[src/rtl/pift_pkg.sv]
// Shared types and helper rules for the PIFT taint shadow memories.
// Holds the scrub state encoding, the per-bit write-merge rule and the address range check.
package pift_pkg;

  typedef enum logic {
    IDLE  = 1'b0,
    SCRUB = 1'b1
  } scrub_state_t;

  // A tainted enable may or may not have fired, so the bit is conservatively tainted.
  function automatic logic merge_bit(input logic old, input logic en, input logic en_taint,
                                     input logic data_taint, input logic addr_taint);
    if (en) return data_taint | addr_taint | en_taint;
    if (en_taint) return 1'b1;
    return old;
  endfunction

  function automatic logic in_range(input logic [31:0] addr, input int offset, input int size);
    longint a;
    a = longint'(addr);
    return (a >= longint'(offset)) && (a < longint'(offset) + longint'(size));
  endfunction

endpackage

[src/rtl/taintcell_mem_sync_if.sv]
// Port bundle of the synchronous taint shadow memory: read/write port taints,
// scrub control and status.
interface taintcell_mem_sync_if #(
  parameter int ABITS    = 4,
  parameter int WIDTH    = 8,
  parameter int RD_PORTS = 2,
  parameter int WR_PORTS = 2
);
  logic [RD_PORTS-1:0]       RD_EN;
  logic [RD_PORTS-1:0]       RD_EN_taint;
  logic [RD_PORTS-1:0]       RD_SRST;
  logic [RD_PORTS-1:0]       RD_SRST_taint;
  logic [RD_PORTS*ABITS-1:0] RD_ADDR;
  logic [RD_PORTS*ABITS-1:0] RD_ADDR_taint;
  logic [RD_PORTS*WIDTH-1:0] RD_DATA_taint;
  logic [WR_PORTS*WIDTH-1:0] WR_EN;
  logic [WR_PORTS*WIDTH-1:0] WR_EN_taint;
  logic [WR_PORTS*ABITS-1:0] WR_ADDR;
  logic [WR_PORTS*ABITS-1:0] WR_ADDR_taint;
  logic [WR_PORTS*WIDTH-1:0] WR_DATA_taint;
  logic                      SCRUB_REQ;
  logic                      SCRUB_BUSY;
  logic                      OOR_SEEN;
  logic [ABITS:0]            taint_sum;

  modport master (
    output RD_EN, RD_EN_taint, RD_SRST, RD_SRST_taint, RD_ADDR, RD_ADDR_taint,
    output WR_EN, WR_EN_taint, WR_ADDR, WR_ADDR_taint, WR_DATA_taint, SCRUB_REQ,
    input  RD_DATA_taint, SCRUB_BUSY, OOR_SEEN, taint_sum
  );

  modport slave (
    input  RD_EN, RD_EN_taint, RD_SRST, RD_SRST_taint, RD_ADDR, RD_ADDR_taint,
    input  WR_EN, WR_EN_taint, WR_ADDR, WR_ADDR_taint, WR_DATA_taint, SCRUB_REQ,
    output RD_DATA_taint, SCRUB_BUSY, OOR_SEEN, taint_sum
  );
endinterface

[src/rtl/taintcell_mem_rdport.sv]
// One read port of the taint shadow memory: transparency lane merge, read
// priority (srst > tainted enable > enable > hold) and the output register.
module taintcell_mem_rdport #(
  parameter int WIDTH    = 8,
  parameter int WR_PORTS = 2
) (
  input  logic                      CLK,
  input  logic                      reset,
  input  logic                      en,
  input  logic                      en_taint,
  input  logic                      srst,
  input  logic                      srst_taint,
  input  logic                      addr_taint,
  input  logic                      oor,
  input  logic [WIDTH-1:0]          entry,
  input  logic [WR_PORTS-1:0]       hit,
  input  logic [WR_PORTS*WIDTH-1:0] wr_en,
  input  logic [WR_PORTS*WIDTH-1:0] wr_new,
  output logic [WIDTH-1:0]          rd_taint
);

  logic [WIDTH-1:0] rd_val_p0;
  logic [WIDTH-1:0] rd_taint_p1;

  // Later write ports overwrite earlier ones, matching the array's collision rule.
  always_comb begin
    rd_val_p0 = entry;
    for (int w = 0; w < WR_PORTS; w++) begin
      for (int j = 0; j < WIDTH; j++) begin
        if (hit[w] && wr_en[w*WIDTH+j]) rd_val_p0[j] = wr_new[w*WIDTH+j];
      end
    end
    if (oor) rd_val_p0 = '1;
    rd_val_p0 = rd_val_p0 | {WIDTH{addr_taint}};
  end

  // p0 -> p1: registered read taint
  always_ff @(posedge CLK) begin
    if (reset)           rd_taint_p1 <= '0;
    else if (srst)       rd_taint_p1 <= {WIDTH{srst_taint}};
    else if (en_taint)   rd_taint_p1 <= '1;
    else if (en)         rd_taint_p1 <= rd_val_p0;
  end

  assign rd_taint = rd_taint_p1;

endmodule

[src/rtl/taintcell_mem_sync.sv]
// Synchronous per-bit taint shadow memory with multi-port access, an
// incrementally maintained tainted-entry count and an in-place scrub sequencer.
module taintcell_mem_sync
  import pift_pkg::*;
#(
  parameter             MEMID                = "",
  parameter int         SIZE                 = 16,
  parameter int         OFFSET               = 0,
  parameter int         ABITS                = 4,
  parameter int         WIDTH                = 8,
  parameter int         RD_PORTS             = 2,
  parameter int         WR_PORTS             = 2,
  parameter logic [63:0] RD_TRANSPARENCY_MASK = 64'd0
) (
  input  logic                 CLK,
  input  logic                 reset,
  taintcell_mem_sync_if.slave  bus
);

  if (ABITS < 1 || ABITS > 30 || SIZE < 1 || SIZE > (1 << ABITS)) begin : g_bad_size
    $error("taintcell_mem_sync %s: SIZE %0d does not fit ABITS %0d", MEMID, SIZE, ABITS);
  end
  if (RD_PORTS * WR_PORTS > 64 ||
      (RD_PORTS * WR_PORTS < 64 &&
       (RD_TRANSPARENCY_MASK >> (RD_PORTS * WR_PORTS)) != 64'd0)) begin : g_bad_mask
    $error("taintcell_mem_sync %s: RD_TRANSPARENCY_MASK wider than RD_PORTS*WR_PORTS", MEMID);
  end

  logic [WIDTH-1:0]          mem_q [SIZE];
  logic [WIDTH-1:0]          mem_d [SIZE];
  logic [WR_PORTS-1:0]       wr_ok, wr_act, wr_at;
  logic [ABITS-1:0]          wr_idx [WR_PORTS];
  logic [WR_PORTS*WIDTH-1:0] wr_new;
  logic [RD_PORTS-1:0]       rd_ok, rd_act, rd_at;
  logic [ABITS-1:0]          rd_idx [RD_PORTS];
  logic [RD_PORTS*WIDTH-1:0] rd_flat;
  scrub_state_t              state_q, state_d;
  logic [ABITS-1:0]          ptr_q, ptr_d;
  logic [ABITS:0]            taint_sum_q, taint_sum_d, rises, falls;
  logic                      oor_q, oor_hit;

  // Address decode uses a wide compare so addresses below OFFSET never wrap into range.
  always_comb begin
    for (int w = 0; w < WR_PORTS; w++) begin
      wr_ok[w]  = in_range(32'(bus.WR_ADDR[w*ABITS +: ABITS]), OFFSET, SIZE);
      wr_idx[w] = bus.WR_ADDR[w*ABITS +: ABITS] - ABITS'(OFFSET);
      wr_at[w]  = |bus.WR_ADDR_taint[w*ABITS +: ABITS];
      wr_act[w] = (|bus.WR_EN[w*WIDTH +: WIDTH]) | (|bus.WR_EN_taint[w*WIDTH +: WIDTH]);
      for (int j = 0; j < WIDTH; j++) begin
        wr_new[w*WIDTH+j] = merge_bit(1'b0, 1'b1, bus.WR_EN_taint[w*WIDTH+j],
                                      bus.WR_DATA_taint[w*WIDTH+j], wr_at[w]);
      end
    end
    for (int r = 0; r < RD_PORTS; r++) begin
      rd_ok[r]  = in_range(32'(bus.RD_ADDR[r*ABITS +: ABITS]), OFFSET, SIZE);
      rd_idx[r] = bus.RD_ADDR[r*ABITS +: ABITS] - ABITS'(OFFSET);
      rd_at[r]  = |bus.RD_ADDR_taint[r*ABITS +: ABITS];
      rd_act[r] = bus.RD_EN[r] | bus.RD_EN_taint[r];
    end
    oor_hit = (|(rd_act & ~rd_ok)) | (|(wr_act & ~wr_ok));
  end

  // Scrub clear is applied first so a same-cycle write to the scrub pointer wins.
  always_comb begin
    for (int e = 0; e < SIZE; e++) begin
      mem_d[e] = mem_q[e];
      if (state_q == SCRUB && ptr_q == ABITS'(e)) mem_d[e] = '0;
      for (int w = 0; w < WR_PORTS; w++) begin
        if (wr_ok[w] && wr_idx[w] == ABITS'(e)) begin
          for (int j = 0; j < WIDTH; j++) begin
            mem_d[e][j] = merge_bit(mem_d[e][j], bus.WR_EN[w*WIDTH+j],
                                    bus.WR_EN_taint[w*WIDTH+j],
                                    bus.WR_DATA_taint[w*WIDTH+j], wr_at[w]);
          end
        end
      end
    end
  end

  always_comb begin
    rises = '0;
    falls = '0;
    for (int e = 0; e < SIZE; e++) begin
      if (mem_q[e] == '0 && mem_d[e] != '0) rises = rises + 1'b1;
      if (mem_q[e] != '0 && mem_d[e] == '0) falls = falls + 1'b1;
    end
    taint_sum_d = taint_sum_q + rises - falls;
  end

  always_comb begin
    state_d = state_q;
    ptr_d   = ptr_q;
    case (state_q)
      IDLE: begin
        if (bus.SCRUB_REQ) begin
          state_d = SCRUB;
          ptr_d   = '0;
        end
      end
      SCRUB: begin
        if (ptr_q == ABITS'(SIZE - 1)) begin
          state_d = IDLE;
          ptr_d   = '0;
        end else begin
          ptr_d = ptr_q + 1'b1;
        end
      end
      default: state_d = IDLE;
    endcase
  end

  always_ff @(posedge CLK) begin
    if (reset) begin
      state_q <= IDLE;
      ptr_q   <= '0;
    end else begin
      state_q <= state_d;
      ptr_q   <= ptr_d;
    end
  end

  always_ff @(posedge CLK) begin
    if (reset) begin
      for (int e = 0; e < SIZE; e++) mem_q[e] <= '0;
      taint_sum_q <= '0;
      oor_q       <= 1'b0;
    end else begin
      for (int e = 0; e < SIZE; e++) mem_q[e] <= mem_d[e];
      taint_sum_q <= taint_sum_d;
      oor_q       <= oor_q | oor_hit;
    end
  end

  for (genvar r = 0; r < RD_PORTS; r++) begin : g_rd
    logic [WIDTH-1:0]    entry;
    logic [WR_PORTS-1:0] hit;

    always_comb begin
      entry = rd_ok[r] ? mem_q[rd_idx[r]] : '0;
      for (int w = 0; w < WR_PORTS; w++) begin
        hit[w] = RD_TRANSPARENCY_MASK[r*WR_PORTS+w] && wr_ok[w] && rd_ok[r] &&
                 (wr_idx[w] == rd_idx[r]);
      end
    end

    taintcell_mem_rdport #(
      .WIDTH    (WIDTH),
      .WR_PORTS (WR_PORTS)
    ) u_rdport (
      .CLK        (CLK),
      .reset      (reset),
      .en         (bus.RD_EN[r]),
      .en_taint   (bus.RD_EN_taint[r]),
      .srst       (bus.RD_SRST[r]),
      .srst_taint (bus.RD_SRST_taint[r]),
      .addr_taint (rd_at[r]),
      .oor        (~rd_ok[r]),
      .entry      (entry),
      .hit        (hit),
      .wr_en      (bus.WR_EN),
      .wr_new     (wr_new),
      .rd_taint   (rd_flat[r*WIDTH +: WIDTH])
    );
  end

  assign bus.RD_DATA_taint = rd_flat;
  assign bus.SCRUB_BUSY    = (state_q == SCRUB);
  assign bus.OOR_SEEN      = oor_q;
  assign bus.taint_sum     = taint_sum_q;

endmodule

[src/flat_wrapper.sv]
// flat-port wrapper written by rule: the top's interface ports become plain ports
module taintcell_mem_sync_flat import pift_pkg::*;
#(
  parameter             MEMID                = "",
  parameter int         SIZE                 = 16,
  parameter int         OFFSET               = 0,
  parameter int         ABITS                = 4,
  parameter int         WIDTH                = 8,
  parameter int         RD_PORTS             = 2,
  parameter int         WR_PORTS             = 2,
  parameter logic [63:0] RD_TRANSPARENCY_MASK = 64'd0
)
  (CLK, reset, bus_RD_EN, bus_RD_EN_taint, bus_RD_SRST, bus_RD_SRST_taint, bus_RD_ADDR, bus_RD_ADDR_taint, bus_WR_EN, bus_WR_EN_taint, bus_WR_ADDR, bus_WR_ADDR_taint, bus_WR_DATA_taint, bus_SCRUB_REQ, bus_RD_DATA_taint, bus_SCRUB_BUSY, bus_OOR_SEEN, bus_taint_sum);
  taintcell_mem_sync_if #(.ABITS(ABITS), .WIDTH(WIDTH), .RD_PORTS(RD_PORTS), .WR_PORTS(WR_PORTS)) bus_i ();
  input  logic CLK;
  input  logic reset;
  input wire logic [$bits(bus_i.RD_EN)-1:0] bus_RD_EN;
  input wire logic [$bits(bus_i.RD_EN_taint)-1:0] bus_RD_EN_taint;
  input wire logic [$bits(bus_i.RD_SRST)-1:0] bus_RD_SRST;
  input wire logic [$bits(bus_i.RD_SRST_taint)-1:0] bus_RD_SRST_taint;
  input wire logic [$bits(bus_i.RD_ADDR)-1:0] bus_RD_ADDR;
  input wire logic [$bits(bus_i.RD_ADDR_taint)-1:0] bus_RD_ADDR_taint;
  input wire logic [$bits(bus_i.WR_EN)-1:0] bus_WR_EN;
  input wire logic [$bits(bus_i.WR_EN_taint)-1:0] bus_WR_EN_taint;
  input wire logic [$bits(bus_i.WR_ADDR)-1:0] bus_WR_ADDR;
  input wire logic [$bits(bus_i.WR_ADDR_taint)-1:0] bus_WR_ADDR_taint;
  input wire logic [$bits(bus_i.WR_DATA_taint)-1:0] bus_WR_DATA_taint;
  input wire logic [$bits(bus_i.SCRUB_REQ)-1:0] bus_SCRUB_REQ;
  output wire logic [$bits(bus_i.RD_DATA_taint)-1:0] bus_RD_DATA_taint;
  output wire logic [$bits(bus_i.SCRUB_BUSY)-1:0] bus_SCRUB_BUSY;
  output wire logic [$bits(bus_i.OOR_SEEN)-1:0] bus_OOR_SEEN;
  output wire logic [$bits(bus_i.taint_sum)-1:0] bus_taint_sum;
  assign bus_i.RD_EN = bus_RD_EN;
  assign bus_i.RD_EN_taint = bus_RD_EN_taint;
  assign bus_i.RD_SRST = bus_RD_SRST;
  assign bus_i.RD_SRST_taint = bus_RD_SRST_taint;
  assign bus_i.RD_ADDR = bus_RD_ADDR;
  assign bus_i.RD_ADDR_taint = bus_RD_ADDR_taint;
  assign bus_i.WR_EN = bus_WR_EN;
  assign bus_i.WR_EN_taint = bus_WR_EN_taint;
  assign bus_i.WR_ADDR = bus_WR_ADDR;
  assign bus_i.WR_ADDR_taint = bus_WR_ADDR_taint;
  assign bus_i.WR_DATA_taint = bus_WR_DATA_taint;
  assign bus_i.SCRUB_REQ = bus_SCRUB_REQ;
  assign bus_RD_DATA_taint = bus_i.RD_DATA_taint;
  assign bus_SCRUB_BUSY = bus_i.SCRUB_BUSY;
  assign bus_OOR_SEEN = bus_i.OOR_SEEN;
  assign bus_taint_sum = bus_i.taint_sum;
  taintcell_mem_sync #(.MEMID(MEMID), .SIZE(SIZE), .OFFSET(OFFSET), .ABITS(ABITS), .WIDTH(WIDTH), .RD_PORTS(RD_PORTS), .WR_PORTS(WR_PORTS), .RD_TRANSPARENCY_MASK(RD_TRANSPARENCY_MASK)) u_core (.CLK(CLK), .reset(reset), .bus(bus_i));
endmodule
[config.mk]
export PLATFORM = sky130hd
export DESIGN_NAME = taintcell_mem_sync_flat
export DESIGN_NICKNAME = d
export VERILOG_FILES = /design/src/rtl/pift_pkg.sv /design/src/rtl/taintcell_mem_sync_if.sv /design/src/rtl/taintcell_mem_rdport.sv /design/src/rtl/taintcell_mem_sync.sv /design/src/flat_wrapper.sv
export SDC_FILE = /design/constraint.sdc
export NUM_CORES = 1
export LEC_CHECK = 0
export ABC_AREA = 1
export CAP_MARGIN = 10
export CORE_MARGIN = 4
export CORE_UTILIZATION = 40
export DETAILED_ROUTE_END_ITERATION = 16
export GPL_TIMING_DRIVEN = 0
export PLACE_DENSITY = 0.58
export SLEW_MARGIN = 0
export SYNTH_ARGS = -nofsm -noshare
export SYNTH_HDL_FRONTEND = slang
export SYNTH_SLANG_ARGS = --single-unit
export TNS_END_PERCENT = 100
[constraint.sdc]
create_clock -name CLK -period 23.7 [get_ports CLK]
set_input_delay 7.11 -clock CLK [delete_from_list [all_inputs] [get_ports CLK]]
set_output_delay 7.11 -clock CLK [all_outputs]
set_load 0.01 [all_outputs]
Word-level counts from Yosys, hierarchy flattened

Memory sizes are Yosys's and may differ from the RTL's.
Index checks and enable logic that the tools add are counted.

Register bits after elaboration: 26
Bits in latches: 0
Bits of input ports: 91
ROM bits: 0
Memories: 1
RAM bits: 128
Output and inout bits: 23

Multipliers: 0
Divide/modulo/power cells: 0
Magnitude comparators: 0
Reductions and logical operators: 121
Equality and inequality tests: 46
Bitwise logic cells: 51
Shifts and indexed selects: 0
$add $sub $neg: 33
Muxes and demuxes: 1,455

Memory list:

| name         | depth | width | read ports | clocked after Yosys merged registers in | wr ports | RTL line                 | text |
|---|---|---|---|---|---|---|---|
| u_core.mem_q | 16    | 8     | 18         | 0                                       | 16       | taintcell_mem_sync.sv:29 | `logic [WIDTH-1:0] mem_q [SIZE];` |

Operators with widths:

| cell                                                            | number |
|---|---|
| 1-bit 2-to-1 mux                                                | 1,351 |
| 8-bit 2-to-1 mux                                                | 70 |
| 8-bit zero test                                                 | 32 |
| 8-bit nonzero test                                              | 32 |
| 5-bit 2-to-1 mux                                                | 30 |
| 5-bit by 1-bit adder with 5-bit output, second input constant   | 28 |
| 4-bit == test, second input constant                            | 24 |
| 4-bit by 3-bit == test with 1-bit output, second input constant | 12 |
| 1-bit logical AND                                               | 48 |
| 1-bit bitwise OR                                                | 48 |
| 4-bit by 2-bit == test with 1-bit output, second input constant | 6 |
| 8-bit bitwise OR                                                | 2 |
| 4-bit OR reduction                                              | 4 |
| 4-bit by 1-bit == test with 1-bit output, second input constant | 3 |
| 4-bit zero test                                                 | 3 |
| 4-bit 2-to-1 mux                                                | 2 |
| 4-bit case mux with 2 select lines                              | 1 |
| 3-bit nonzero test                                              | 2 |
| 5-bit adder                                                     | 1 |
| 5-bit subtractor                                                | 1 |
| 1-bit by 1-bit adder with 2-bit output, second input constant   | 2 |
| 4-bit by 1-bit adder with 4-bit output, second input constant   | 1 |
| 2-bit != test, second input constant                            | 1 |
| 1-bit case mux with 2 select lines                              | 1 |
| 1-bit inverter                                                  | 1 |

Depth between registers and ports, before layout

Gate-level depths: netlist of the first run.

Depth after elaboration: 46
Depth in mapped cells: 81
Gate-level depth less buffers: 80

By module

A second synthesis of the first run with hierarchy kept.

Cell total of the unflattened synthesis: 2,733
Area, all modules: 15,706.3 sq um

By module, submodules not included:

| module               | sequential area each (sq um) | area each (sq um) | cells an instance | instances |
|---|---|---|---|---|
| taintcell_mem_sync   | 2,762.6                      | 14,297.5          | 2,471             | 1 |
| taintcell_mem_rdport | 160.2                        | 704.4             | 131               | 2 |

Least setup slack after synthesis of the first run

Ideal clock, no wire load.

Path type: input to register
Start point: in bus_WR_ADDR_taint[1]
End point: reg u_core.taint_sum_q[4] (netlist: u_core.bus.taint_sum[4])
Path slack: 5,074 ps
Data required time: 23,585 ps
Stages: 76
Data arrival time: 18,511 ps
Path buffers: 1
Cell sequence: nor2_2 -> nand3_1 -> nand2_1 -> buf_1 -> o32ai_1 -> o21ai_0 -> o21ai_0 -> inv_1 -> nand4_1 -> nor2_1 -> nand2_1 -> inv_1 -> ha_1 -> inv_1 -> nand3_1 -> nand2_1 -> ha_1 -> nand2_1 -> [... 40 more ...] -> ha_1 -> o21ai_0 -> inv_1 -> ha_1 -> nand2_1 -> o21ai_0 -> fa_1 -> inv_1 -> fa_1 -> nand2_1 -> inv_1 -> o21ai_0 -> and2_0 -> nand3_1 -> nand2_1 -> nand2_1 -> a21oi_1 -> nor2_1

Cells in the longest elaborated chain, start to end: 46
Elaborated cells between the ends (all ways): 705
Those cells by class: 32 x add/sub; 592 x mux; 16 x bitwise; 65 x reduce/logical

Ends and longest elaborated chain:

| element                                | RTL line                  | text |
|---|---|---|
| from (decl)                            | flat_wrapper.sv:26        | `input wire logic [$bits(bus_i.WR_ADDR_taint)-1:0] bus_WR_ADDR_taint;` |
| 4-bit OR reduction *                   | taintcell_mem_sync.sv:47  | `wr_at[w] = \|bus.WR_ADDR_taint[w*ABITS +: ABITS];` |
| 1-bit bitwise OR (2 in a row)          | pift_pkg.sv:13            | `if (en) return data_taint \| addr_taint \| en_taint;` |
| 1-bit 2-to-1 mux                       | pift_pkg.sv:13            |  |
| 1-bit 2-to-1 mux                       | pift_pkg.sv:14            | `if (en_taint) return 1'b1;` |
| 1-bit 2-to-1 mux                       | pift_pkg.sv:15            | `return old;` |
| 1-bit 2-to-1 mux                       | pift_pkg.sv:14            |  |
| 8-bit 2-to-1 mux                       | taintcell_mem_sync.sv:69  | `if (wr_ok[w] && wr_idx[w] == ABITS'(e)) begin` |
| 1-bit 2-to-1 mux                       | pift_pkg.sv:15            |  |
| [... 29 more ...]                      | n/a                       |  |
| 5-bit by 1-bit adder with 5-bit output | taintcell_mem_sync.sv:84  | `if (mem_q[e] == '0 && mem_d[e] != '0) rises = rises + 1'b1;` |
| 5-bit 2-to-1 mux                       | taintcell_mem_sync.sv:84  |  |
| 5-bit by 1-bit adder with 5-bit output | taintcell_mem_sync.sv:84  |  |
| 5-bit 2-to-1 mux                       | taintcell_mem_sync.sv:84  |  |
| 5-bit by 1-bit adder with 5-bit output | taintcell_mem_sync.sv:84  |  |
| 5-bit 2-to-1 mux                       | taintcell_mem_sync.sv:84  |  |
| 5-bit adder                            | taintcell_mem_sync.sv:87  | `taint_sum_d = taint_sum_q + rises - falls;` |
| 5-bit subtractor *                     | taintcell_mem_sync.sv:87  |  |
| to (signal assigned)                   | taintcell_mem_sync.sv:129 | `taint_sum_q <= taint_sum_d;` |
| to (decl)                              | taintcell_mem_sync.sv:39  | `logic [ABITS:0] taint_sum_q, taint_sum_d, rises, falls;` |

Every way passes the cells marked *; elsewhere a longest branch is shown, timed or not. The select of a mux whose other input is x is not followed.
A chain may end at the register's enable or synchronous reset.

Worst setup path in the final report of the first run

Ends and elaborated chain as after synthesis.

==> insert_results.sql, run 1 <==
INSERT INTO impl_metrics (metric_group, metric, value, unit) VALUES
('status', 'status', 'finished clean', ''),
('finish', 'drive_above_1_share', '4.13', '%'),
('sta', 'maxSlewViolCount', '0', ''),
('synthesis', 'synth.lib_cells_used.distinct', '51', ''),
('synthesis', 'synth_adder_area_share', '3.76', '%'),
('floorplan', 'die_h', '202', 'µm'),
('placement', 'detailedPlacementHpwl', '60000', 'µm'),
('global_route', 'vias_in_the_first_global_route', '17800', ''),
('power', 'power_leakage', '7.66', 'nW'),
('global_route', 'globalRouteOverflowTotal', '0', ''),
('sta', 'fin_crit', '21.23', 'ns'),
('floorplan', 'i_o_pins', '114', ''),
('critical_path', 'worst_setup_path_class', 'in2reg', ''),
('critical_path', 'rrSetupSlack', '9.05', 'ns'),
('global_route', 'grt_antenna_before_repair', '0', ''),
('routing', 'detail_route.drc_violations', '0', ''),
('floorplan', 'fp.coreArea', '0.0369', 'mm²'),
('sta', 'final.setup.worst_slack', '2.47', 'ns'),
('clock_network', 'clk_latency', '0.48', 'ns'),
('critical_path', 'rr_endpoint', 'u_core.bus.taint_sum[4]', ''),
('synthesis', 'synth_compound_area_share', '25.8', '%'),
('synthesis', 'synthSimpleGateAreaFrac', '35.6', '%'),
('synthesis', 'yosys_register_bits', '154', ''),
('global_route', 'global_routing_usage_on_met2', '53.9', '%'),
('critical_path', 'worst_ep_arrival_time', '21.61', 'ns'),
('finish', 'antenna-diode-count', '0', ''),
('clock_network', 'htree_levels', '4', ''),
('global_route', 'largest_net_degree_at_the_start_of_global_routing', '17', ''),
('clock_network', 'cts_tree', 'built', ''),
('sta', 'hold_violations', '0', ''),
('finish', 'area.growth.synth_to_final', '14.7', '%'),
('synthesis', 'synth_xor_area_share', '0.804', '%'),
('floorplan', 'fp.dieArea', '0.0409', 'mm²'),
('clock_network', 'cts_max_path_buffers', '2', ''),
('sta', 'max_slew_margin', '24.6', '%'),
('sta', 'worst-slew-pin-transition', '1.13', 'ns'),
('placement', 'numPortBuffers', '103', ''),
('synthesis', 'largest_family_of_logic_cells_by_synthesized_area', 'simple AND/OR/NAND/NOR gates', ''),
('synthesis', 'synthesis.area', '0.0151', 'mm²'),
('min_path', 'hold_path_class', 'reg2reg', ''),
('power', 'irDropWorstVdd', '0.101', 'mV'),
('sta', 'max_clock_freq', '47.1', 'MHz'),
('finish', 'finalNetCount', '2908', ''),
('routing', 'antenna_left', '0', ''),
('clock_network', 'cts_post_setup_buffers_inserted', '0', ''),
('floorplan', 'initial_utilization', '40.9', '%'),
('sta', 'period_share', '89.6', '%'),
('clock_network', 'clock_sink_count', '154', ''),
('routing', 'drtIter0Drc', '2847', ''),
('synthesis', 'synth.net_count', '2786', ''),
('global_route', 'groute.layer.met3.usage', '7.04', '%'),
('global_route', 'track_usage', '36.1', '%'),
('critical_path', 'startpoint', 'bus_WR_ADDR_taint[1]', ''),
('clock_network', 'cts_inserted_buffers', '17', ''),
('finish', 'layout.cells.most_common', 'nand2_1', ''),
('floorplan', 'row_count', '70', ''),
('critical_path', 'critPathMaxStageDelay', '0.85', 'ns'),
('synthesis', 'synthMuxAreaShare', '0.0746', '%'),
('routing', 'detail_route.first_pass.iterations', '8', ''),
('global_route', 'top_usage_layer', 'met2', ''),
('global_route', 'met1_usage', '49.9', '%'),
('power', 'power_per_cell_area', '88.7', 'mW/mm²'),
('critical_path', 'rr_startpoint', 'u_core.ptr_q[0]', ''),
('synthesis', 'top_ff_cell_synth', 'dfxtp_1', ''),
('synthesis', 'syn_avg_cell_area', '5.69', 'µm²'),
('placement', 'gpl.final_weighted_congestion', '1.05', ''),
('clock_network', 'path_clk_slew', '0.07', 'ns'),
('run', 'number_of_max_capacitance_violations_reported', '0', ''),
('sta', 'timing.final.setup_violations', '0', ''),
('placement', 'dpl_worst_slack', '2.34', 'ns'),
('synthesis', 'syn-instance-count', '2652', '');
-- per-layer routing --
| metal | vias up | wire, µm | share of wire (%) |
|---|---|---|---|
| met3 | 269 | 8090 | 11 |
| met5 | - | 0 | 0 |
| li1 | 9101 | - | - |
| met4 | 0 | 4450 | 5.8 |
| met2 | 1090 | 31900 | 42 |
| met1 | 8907 | 32300 | 42 |
-- registers in the layout, indices dropped and copies added, names as in the netlist --
register	count
u_core.bus.SCRUB_BUSY	1
u_core.bus.taint_sum	5
u_core.g_rd.u_rdport.rd_taint	16
u_core.mem_q	128
u_core.ptr_q	4
-- synthesized netlist by cell type, drive strengths merged (25+ instances only) --
library cell / n / area share (%)
o21ai: 402 / 13
clkbuf: 117 / 2.9
dfxtp: 154 / 20
nand2: 519 / 13
a21oi: 108 / 3.6
nand3: 258 / 8.6
inv: 390 / 9.7
nor4: 29 / 1.2
nand4: 40 / 1.7
nor2: 340 / 9.1
ha: 39 / 3.2
o32ai: 42 / 2.4
o211ai: 71 / 3.5
buf: 25 / 0.85
-- logic make-up (layout without fill, tap and decap cells) --
group / count (synthesis) / count (layout)
buf+inv: 535 / 670
flops: 154 / 154
simple gates: 1228 / 1228
fa+ha+maj: 43 / 43
compound gates: 680 / 680
mux: 1 / 1
xor+xnor: 10 / 10
other cells: 1 / 1
-- power by group --
group / total, mW / switching [mW] / internal (mW)
Combinational: 0.963 / 0.628 / 0.335
Clock: 0.273 / 0.134 / 0.139
Sequential: 0.299 / 0.0193 / 0.280
-- metrics by stage --
step	instances	hold slack (ns)	cell area (µm²)	util (%)
after floorplan	2652	0.484	15100	-
after global placement	3259	0.513	16800	45.4
after detailed placement	3259	0.521	16800	45.4
after CTS	3291	0.540	17300	46.9
after global routing	3291	0.588	17300	46.9
final	3291	0.543	17300	46.9
-- worst max-delay path: cells and delay by family --
kind                     cells  cell delay (ns)
AO/OA/AOI/OAI                8             1.66
adder cells (fa/ha/maj)     16             4.70
buffers and inverters       18             2.38
AND/OR/NAND/NOR             35             5.74
-- final cells by class --
| class | count | area [µm²] |
|---|---|---|
| Inverter | 393 | 1480 |
| Multi-Input combinational cell | 1963 | 9970 |
| Buffer | 142 | 568 |
| Clock inverter | 14 | 114 |
| Timing Repair Buffer | 103 | 1030 |
| Fill cell | 4004 | 19600 |
| Tap cell | 504 | 631 |
| Sequential cell | 154 | 3080 |
| Clock buffer | 18 | 439 |
-- worst min-delay path by stage --
stage | start | end | slack (ns) | cells after the start
global placement | u_core.ptr_q[1] | u_core.ptr_q[1] | 0.51 | 2
finish | u_core.ptr_q[1] | u_core.ptr_q[1] | 0.54 | 2
detailed placement | u_core.ptr_q[1] | u_core.ptr_q[1] | 0.52 | 2
global route | u_core.g_rd[1].u_rdport.rd_taint[1] | u_core.g_rd[1].u_rdport.rd_taint[1] | 0.59 | 2
floorplan | u_core.ptr_q[1] | u_core.ptr_q[1] | 0.48 | 2
CTS | u_core.ptr_q[1] | u_core.ptr_q[1] | 0.54 | 2
(Power assumes the default switching activity.)
==> run 2, diff against run 1 <==
--- a/config.mk
+++ b/config.mk
@@ -12,6 +12,7 @@
 export DETAILED_ROUTE_END_ITERATION = 16
 export GPL_TIMING_DRIVEN = 0
 export PLACE_DENSITY = 0.58
+export SETUP_SLACK_MARGIN = 0.02
 export SLEW_MARGIN = 0
 export SYNTH_ARGS = -nofsm -noshare
 export SYNTH_HDL_FRONTEND = slang
==> results of run 2 <==
Same layout as run 1: the final DEF is identical, and so are final timing and power.
